## src/rtl/inst_fetch_unit.sv

```systemverilog
// rtl/inst_fetch_unit.sv - instruction fetch front end with request credit, response FIFO and redirect flush
module inst_fetch_unit #(
    parameter int          DEPTH           = 4,
    parameter logic [31:0] RESET_PC        = 32'h0000_0000,
    parameter int          MAX_OUTSTANDING = 2
) (
    input  logic        clk_i,
    input  logic        rst_i,
    output logic        mem_req_o,
    output logic [31:0] mem_addr_o,
    input  logic        mem_gnt_i,
    input  logic        mem_rvalid_i,
    input  logic [31:0] mem_rdata_i,
    input  logic        redirect_i,
    input  logic [31:0] redirect_pc_i,
    output logic        inst_valid_o,
    output logic [31:0] inst_o,
    output logic [31:0] inst_addr_o,
    input  logic        inst_ready_i
);

    localparam int          PW      = $clog2(DEPTH);
    localparam int          CW      = $clog2(DEPTH + 1);
    localparam int          OW      = $clog2(MAX_OUTSTANDING + 1);
    localparam logic [31:0] DEPTH_W = 32'(DEPTH);
    localparam logic [31:0] MAX_O_W = 32'(MAX_OUTSTANDING);

    logic [31:0]   fetch_pc;
    logic [31:0]   resp_pc;
    logic [OW-1:0] pending;
    logic [OW-1:0] discard;
    logic [CW-1:0] count;
    logic [PW-1:0] rd_ptr;
    logic [PW-1:0] wr_ptr;
    logic [31:0]   pc_mem   [DEPTH];
    logic [31:0]   inst_mem [DEPTH];

    logic          gnt_fire;
    logic          rsp_fire;
    logic          push;
    logic          pop;
    logic [OW-1:0] pending_next;
    logic [31:0]   live_credit;
    logic [31:0]   redirect_target;

    // Live (non-stale) in-flight responses already own a FIFO slot, so a
    // request is only issued when every such response is guaranteed space.
    assign live_credit = 32'(pending - discard) + 32'(count);

    assign mem_req_o  = !rst_i && !redirect_i
                      && (32'(pending) < MAX_O_W)
                      && (live_credit < DEPTH_W);
    assign mem_addr_o = fetch_pc;

    assign gnt_fire     = mem_req_o && mem_gnt_i;
    assign rsp_fire     = mem_rvalid_i && (pending != '0);
    assign push         = rsp_fire && (discard == '0) && !redirect_i;
    assign pop          = inst_valid_o && inst_ready_i && !redirect_i;
    assign pending_next = pending + OW'(gnt_fire) - OW'(rsp_fire);

    assign redirect_target = redirect_pc_i & ~32'h0000_0003;

    assign inst_valid_o = (count != '0);
    assign inst_o       = inst_valid_o ? inst_mem[rd_ptr] : 32'h0;
    assign inst_addr_o  = inst_valid_o ? pc_mem[rd_ptr]   : 32'h0;

    always_ff @(posedge clk_i) begin
        if (rst_i) begin
            fetch_pc <= RESET_PC;
            resp_pc  <= RESET_PC;
            pending  <= '0;
            discard  <= '0;
            count    <= '0;
            rd_ptr   <= '0;
            wr_ptr   <= '0;
        end else begin
            pending <= pending_next;
            if (redirect_i) begin
                // Everything still in flight after this cycle belongs to the old stream.
                fetch_pc <= redirect_target;
                resp_pc  <= redirect_target;
                discard  <= pending_next;
                count    <= '0;
                rd_ptr   <= '0;
                wr_ptr   <= '0;
            end else begin
                if (gnt_fire) begin
                    fetch_pc <= fetch_pc + 32'd4;
                end
                if (rsp_fire) begin
                    if (discard != '0) begin
                        discard <= discard - OW'(1);
                    end else begin
                        resp_pc <= resp_pc + 32'd4;
                    end
                end
                if (push) begin
                    wr_ptr <= wr_ptr + PW'(1);
                end
                if (pop) begin
                    rd_ptr <= rd_ptr + PW'(1);
                end
                count <= count + CW'(push) - CW'(pop);
            end
        end
    end

    always_ff @(posedge clk_i) begin
        if (push) begin
            pc_mem[wr_ptr]   <= resp_pc;
            inst_mem[wr_ptr] <= mem_rdata_i;
        end
    end

endmodule

```

## config.mk

```make
export PLATFORM = sky130hd
export DESIGN_NAME = inst_fetch_unit
export DESIGN_NICKNAME = d
export VERILOG_FILES = /design/src/rtl/inst_fetch_unit.sv
export SDC_FILE = /design/constraint.sdc
export NUM_CORES = 1
export LEC_CHECK = 0
export CORE_AREA = 4 4 134 201
export CTS_CLUSTER_DIAMETER = 40
export DETAILED_ROUTE_END_ITERATION = 12
export DIE_AREA = 0 0 138 205
export PLACE_DENSITY = 0.79
export SYNTH_ARGS = -nofsm -noshare
export SYNTH_HDL_FRONTEND = slang
export SYNTH_SLANG_ARGS = --single-unit
```

## constraint.sdc

```tcl
create_clock -name clk_i -period 5.1 [get_ports clk_i]
set_input_delay 1.275 -clock clk_i [delete_from_list [all_inputs] [get_ports clk_i]]
set_output_delay 1.275 -clock clk_i [all_outputs]
set_load 0.02 [all_outputs]
```

# ---- After elaboration in Yosys (flattened, before gate mapping)
# Memory sizes are Yosys's and may differ from the RTL's. A register that Yosys moved wholly into a read port is not among the register bits.
# Index checks and enable logic that the tools add are counted.
dict set report word_totals {
  reg_bits 75
  ramBits 256
  input_bits 70
  out_inout_bits 98
  mem_count 2
}
dict set report op_classes {
  add_sub_neg 11
  order_cmp 2
  eq_ne 1
  mux 16
  bitwise_logic 1
  n_reduce_logical 22
}
# memory words word_bits read_ports rd_ports_with_merged_regs wr line
set memory_table {}
lappend memory_table {inst_mem 4 32 1 1 1 36} ;# logic [31:0] inst_mem [DEPTH];
lappend memory_table {pc_mem 4 32 1 1 1 35} ;# logic [31:0] pc_mem [DEPTH];
# cell count
set op_table {}
lappend op_table {{$mux W32} 7}
lappend op_table {{$add A32 B3 Y32 const B} 2}
lappend op_table {{$lt A32 B3 Y1 const B} 1}
lappend op_table {{$mux W2} 7}
lappend op_table {{$reduce_bool A2 Y1} 5}
lappend op_table {{$logic_and A1 B1 Y1} 9}
lappend op_table {{$reduce_and A2 Y1} 3}
lappend op_table {{$add A3 B4 Y5} 1}
lappend op_table {{$add A2 B1 Y2 const B} 2}
lappend op_table {{$add A3 B1 Y3} 1}
lappend op_table {{$reduce_bool A3 Y1} 1}
lappend op_table {{$sub A2 B2 Y3} 1}
lappend op_table {{$sub A3 B1 Y3} 1}
lappend op_table {{$add A2 B1 Y2} 1}
lappend op_table {{$logic_not A1 Y1} 2}
lappend op_table {{$logic_not A2 Y1} 1}
lappend op_table {{$lt A2 B2 Y1 const B} 1}
lappend op_table {{$mux W1} 2}
lappend op_table {{$ne A2 B2 Y1 const B} 1}
lappend op_table {{$reduce_or A2 Y1} 1}
lappend op_table {{$sub A2 B1 Y2} 1}
lappend op_table {{$sub A2 B1 Y2 const B} 1}
lappend op_table {{$not A1 Y1} 1}

# ---- Longest topological paths before layout
dict set report depth {
  ltp_word 8
  ltp_mapped 19
  mapped_depth_nobuf 17
}

# ---- Worst setup path after synthesis
# Ideal clock, no wire load.
dict set report synth_timing {
  path_kind {input -> register}
  from {input mem_rvalid_i}
  to {memory inst_mem[0][0] (enable)}
  setup_ps 427
  t_arrival_ps 3368
  setup_slack_ps 1306
  path_stages 4
  n_path_buf 1
  path_cell_list {o211ai_1 > clkbuf_1 > nor2_1 > and2_1}
}
dict set report synth_between {
  elab_chain_len 5
}
# item line
set synth_rtl {}
lappend synth_rtl {{from (decl)} 12} ;# input logic mem_rvalid_i,
lappend synth_rtl {{$logic_and A1 B1 Y1} 56} ;# assign rsp_fire = mem_rvalid_i && (pending != '0);
lappend synth_rtl {{$logic_and A1 B1 Y1 (2 in a row)} 57} ;# assign push = rsp_fire && (discard == '0) && !redirect_i;
lappend synth_rtl {{$mux W1} 109} ;# if (push) begin
lappend synth_rtl {{$mux W1 (implied by the code)} 111} ;# inst_mem[wr_ptr] <= mem_rdata_i;
lappend synth_rtl {{to (decl)} 36}
# No other way between the ends.

# ---- Final worst setup path
dict set report layout_timing {
  from {register pending[0]}
  to {output mem_req_o}
}
dict set report layout_between {
  elab_chain_len 4
  word_cells_on_any_way 6
  classes_between {add/sub: 2; order compare: 2; reduce/logical: 2}
}
# item line
set layout_rtl {}
lappend layout_rtl {{from (decl)} 30} ;# logic [OW-1:0] pending;
lappend layout_rtl {{from (signal assigned)} 77} ;# pending <= pending_next;
lappend layout_rtl {{$sub A2 B2 Y3} 48} ;# assign live_credit = 32'(pending - discard) + 32'(count);
lappend layout_rtl {{$add A3 B4 Y5} 48}
lappend layout_rtl {{$lt A32 B3 Y1} 52} ;# && (live_credit < DEPTH_W);
lappend layout_rtl {{$logic_and A1 B1 Y1 (*)} 52}
lappend layout_rtl {{to (decl)} 9} ;# output logic mem_req_o,
# Mark *: on every way between the ends. The rest lies on a longest branch, timed or not.

==> key figures <==
Logic synthesis
  • Synth Instances: a little over 900
  • Flops & latches, synth: 321
  • Asr flop ratio synth: 0%
  • Number of distinct library cells after synthesis: 68
  • Ys Warns: 0
  • Synthesized cell area: about 14,000 um^2
  • Number of flops mapped to enable cells by yosys: between 200 and 250
  • Post-synthesis sequential area ratio: between 60% and 70%
  • Synth Flop Type: edfxtp_1
  • Avg Cell Area, Syn: between 10 and 15 um^2

Floorplanning
  • CORE AREA: 25,050 um^2
  • Row cnt: 71
  • DIE HEIGHT: 205 um
  • Boundary pin count: ~170
  • Initial core utilization: between 50% and 60%
  • Die area: between 20,000 and 30,000 um^2
  • Die Wd: about 140 um

Worst setup path
  • CP required: approximately 3.8 ns
  • Crit. End Element: primary output
  • Worst setup path startpoint: pending[0]$_SDFF_PP0_
  • Critical-path cell list: inv_1, ha_1, fa_1, ha_1, and2_1, a211oi_2, o21ai_0, buf_4, inv_1, clkdlybuf4s50_1
  • CP bufs+invs: 4
  • Crit-path max cell delay: ~0.6 ns
  • Reg-to-Reg Start: pending[0]$_SDFF_PP0_
  • Worst Path Arrival: around 3.4 ns
  • Slowest CP cell: clkdlybuf4s50_1
  • Crit-path leading delay family: adder cells
  • R2R Setup Slk: between 1 and 1.5 ns
  • Setup Crit Path Kind: reg -> out
  • CP max FO: 5
  • Startpoint types: flip-flop

Timing
  • Max Transition Viols Final: 0
  • Final Hold Vio Count: 0
  • Final worst path period need: 4.680 ns
  • Worst slew margin: about 56%
  • Setup Skew: around 0.012 ns
  • TNS Setup: 0 ns
  • Final Setup Violations: 0
  • Final worst setup slack: roughly 0.42 ns
  • F_max: between 200 and 250 MHz
  • RSZ-0062 raised after global routing: no
  • Worst slew pin tran: around 0.66 ns
  • Final worst-path cycle share: 91.77%

Power and ir drop
  • Worst IR Drop VDD: between 0.0002 and 0.0003 V
  • Leakage: 5.479 nW
  • P per Cell Area: ~370 nW/um^2

GRT
  • Vias in the first global route: roughly 8.7k
  • Largest net degree at the start of global routing: 63
  • Global-route wire length before repair: ~46 mm
  • Gr usage total: ~20%
  • Gr ovfl total: 0
  • Grt met3 use: roughly 3.6%
  • GRT met2 Usage: between 30% and 40%
  • Met1 Resource Use GR: between 20% and 30%
  • Top Usage Layer GRT: met2
  • Initial antenna violation count: 0

Worst hold path
  • Hold WC Path Type: reg -> reg
  • Hold Startpoint: mem_addr_o[10]$_SDFFE_PP0P_

Clock tree
  • CTS tree: built
  • CTS root buf: clkbuf_16
  • Worst skew pair latency: about 0.51 ns
  • H-tree depth: 2
  • CTS sink count: 321
  • Postcts setup bufs: 0
  • Clock Tree Buf Depth: 3
  • CTS clk-pin slew, worst paths: 0.06 ns
  • CTS resizes: 0
  • Hold_buf cts: 0
  • CTS buffer count: 34

Drt
  • Initial drt markers: approximately 450
  • Routed Antenna Nets: 0
  • Post-route DRC: 0
  • Routed WL: between 20 and 30 mm
  • Total number of vias: ~8.4k
  • Drt pass-1 iters: 5
  • Routed len/inst: between 15 and 20 um
  • Drt via density: about 5.8

Job
  • Maxcap violations: 0

Finish
  • Number of diodes: 0
  • Multi-input logic area: ~4400 um^2
  • # fillers: approximately 1.8k
  • Non-filler cells, final: 1,448
  • Nets@finish: ~1.2k
  • Layout Utilization: around two thirds
  • Fraction of layout cells with a size suffix above 1: between 10% and 20%
  • P&R area growth vs syn: 23.02%
  • Seq. cell area: 8914 um^2

Placed design
  • Dpl hpwl: ~18 mm
  • Port bufs: about 160
  • # placed instances: ~1.4k
  • Pre-CTS setup slack: between 0.6 and 0.7 ns
  • Gp weighted congestion: 0.8997

Status
  • Outcome: completed
cell type report:
| type | instances | share of cell area, % |
|---|---|---|
| Tap cell | 328 | 2.441 |
| Clock inverter | 20 | 1.020 |
| Inverter | 32 | 0.7145 |
| Multi-Input combinational cell | 522 | 26.25 |
| Clock buffer | 41 | 5.597 |
| Sequential cell | 321 | 53.02 |
| Timing Repair Buffer | 184 | 10.96 |
power breakdown:
| part | switching [W] | total (W) | leakage [nW] | internal [W] |
|---|---|---|---|---|
| registers | 0.0000855 | 0.00303 | 2.86 | 0.00294 |
| clock network | 0.00101 | 0.00241 | 0.539 | 0.00140 |
| logic | 0.000392 | 0.000740 | 2.08 | 0.000347 |
cell usage in the layout, fill, tap and decap left out, types with 8 or more instances in the layout:
master / n
or3_1: 12
clkdlybuf4s50_1: 160
o21ai_0: 9
dfxtp_1: 71
buf_4: 18
nand4_1: 11
nor3_1: 13
a211oi_1: 11
mux4_2: 62
and3_1: 13
a21oi_1: 16
inv_1: 31
nor4_1: 9
xnor2_1: 22
clkbuf_16: 37
ha_1: 15
nand3_1: 27
a31oi_1: 20
nor2b_1: 67
nand2_1: 52
nor2_1: 43
a311oi_1: 8
edfxtp_1: 248
stage by stage:
stage / power (W) / hold slack (ns) / instance area (um^2)
floorplan: 0.003521 / 0.4601 / 13680
global placement: 0.003803 / 0.4833 / 15700
detailed placement: 0.003828 / 0.4919 / 15700
CTS: 0.006239 / 0.5017 / 16810
global route: 0.006433 / 0.5243 / 16810
finish: 0.006173 / 0.5012 / 16810
kinds of logic after synthesis:
logic type | Yosys count | share of synthesized area [%]
other | 1 | 0.02744
xor gates and xnor gates | 29 | 1.859
AOI/OAI and AO/OA | 114 | 5.961
muxes | 71 | 10.90
DFF | 321 | 65.19
and+or+nand+nor | 287 | 11.73
adders and majority gates | 17 | 1.666
buffers and inverters | 87 | 2.674
Yosys cell counts, types with 3 or more instances:
library cell / instances / area share [%]
a211oi_1: 11 / 0.60
a21boi_0: 3 / 0.16
a21o_1: 5 / 0.27
a21oi_1: 16 / 0.59
a311oi_1: 8 / 0.51
a31oi_1: 20 / 0.92
and2_1: 11 / 0.50
and3_1: 13 / 0.60
and4_1: 6 / 0.38
buf_1: 7 / 0.19
buf_2: 12 / 0.44
buf_4: 4 / 0.22
clkbuf_1: 30 / 0.82
dfxtp_1: 73 / 11
edfxtp_1: 248 / 54
ha_1: 15 / 1.4
inv_1: 32 / 0.88
mux2i_1: 7 / 0.51
mux4_2: 62 / 10
nand2_1: 52 / 1.4
nand3_1: 27 / 0.99
nand4_1: 11 / 0.50
nor2_1: 43 / 1.2
nor2b_1: 67 / 3.1
nor3_1: 14 / 0.51
nor4_1: 9 / 0.41
o211ai_1: 7 / 0.38
o21a_1: 6 / 0.33
o21ai_0: 9 / 0.33
o22ai_1: 3 / 0.14
o311ai_0: 5 / 0.32
o31a_1: 7 / 0.45
or3_1: 12 / 0.55
or4_1: 5 / 0.27
xnor2_1: 22 / 1.4
xor2_1: 7 / 0.45
tightest hold or removal path: cells and delay by family (launching register included):
family           cells  cell delay [ns]
flip-flops           1             0.34
AND/OR/NAND/NOR      1             0.06
AO/OA/AOI/OAI        1             0.05
routing by layer:
layer  part of all wire (%)  vias up
met5                      0        -
met4                    2.2        0
met3                    4.8       47
met2                     53      247
met1                     40     4152
li1                       -     3908
path summary, 6_finish.rpt:
kind	end	depth (start not counted)
max reg2reg	discard[1]$_SDFFE_PP0P_	17
max	mem_req_o	10
min	mem_addr_o[10]$_SDFFE_PP0P_	2
min reg2reg	mem_addr_o[10]$_SDFFE_PP0P_	2
flip-flops by register name, summed over array words and instances (netlist names), named ones only:
register	count
resp_pc	30
wr_ptr	2
count	3
mem_addr_o	30
rd_ptr	2
pending	2
pc_mem	120
inst_mem	128
discard	2
(Power assumes the default switching activity.)
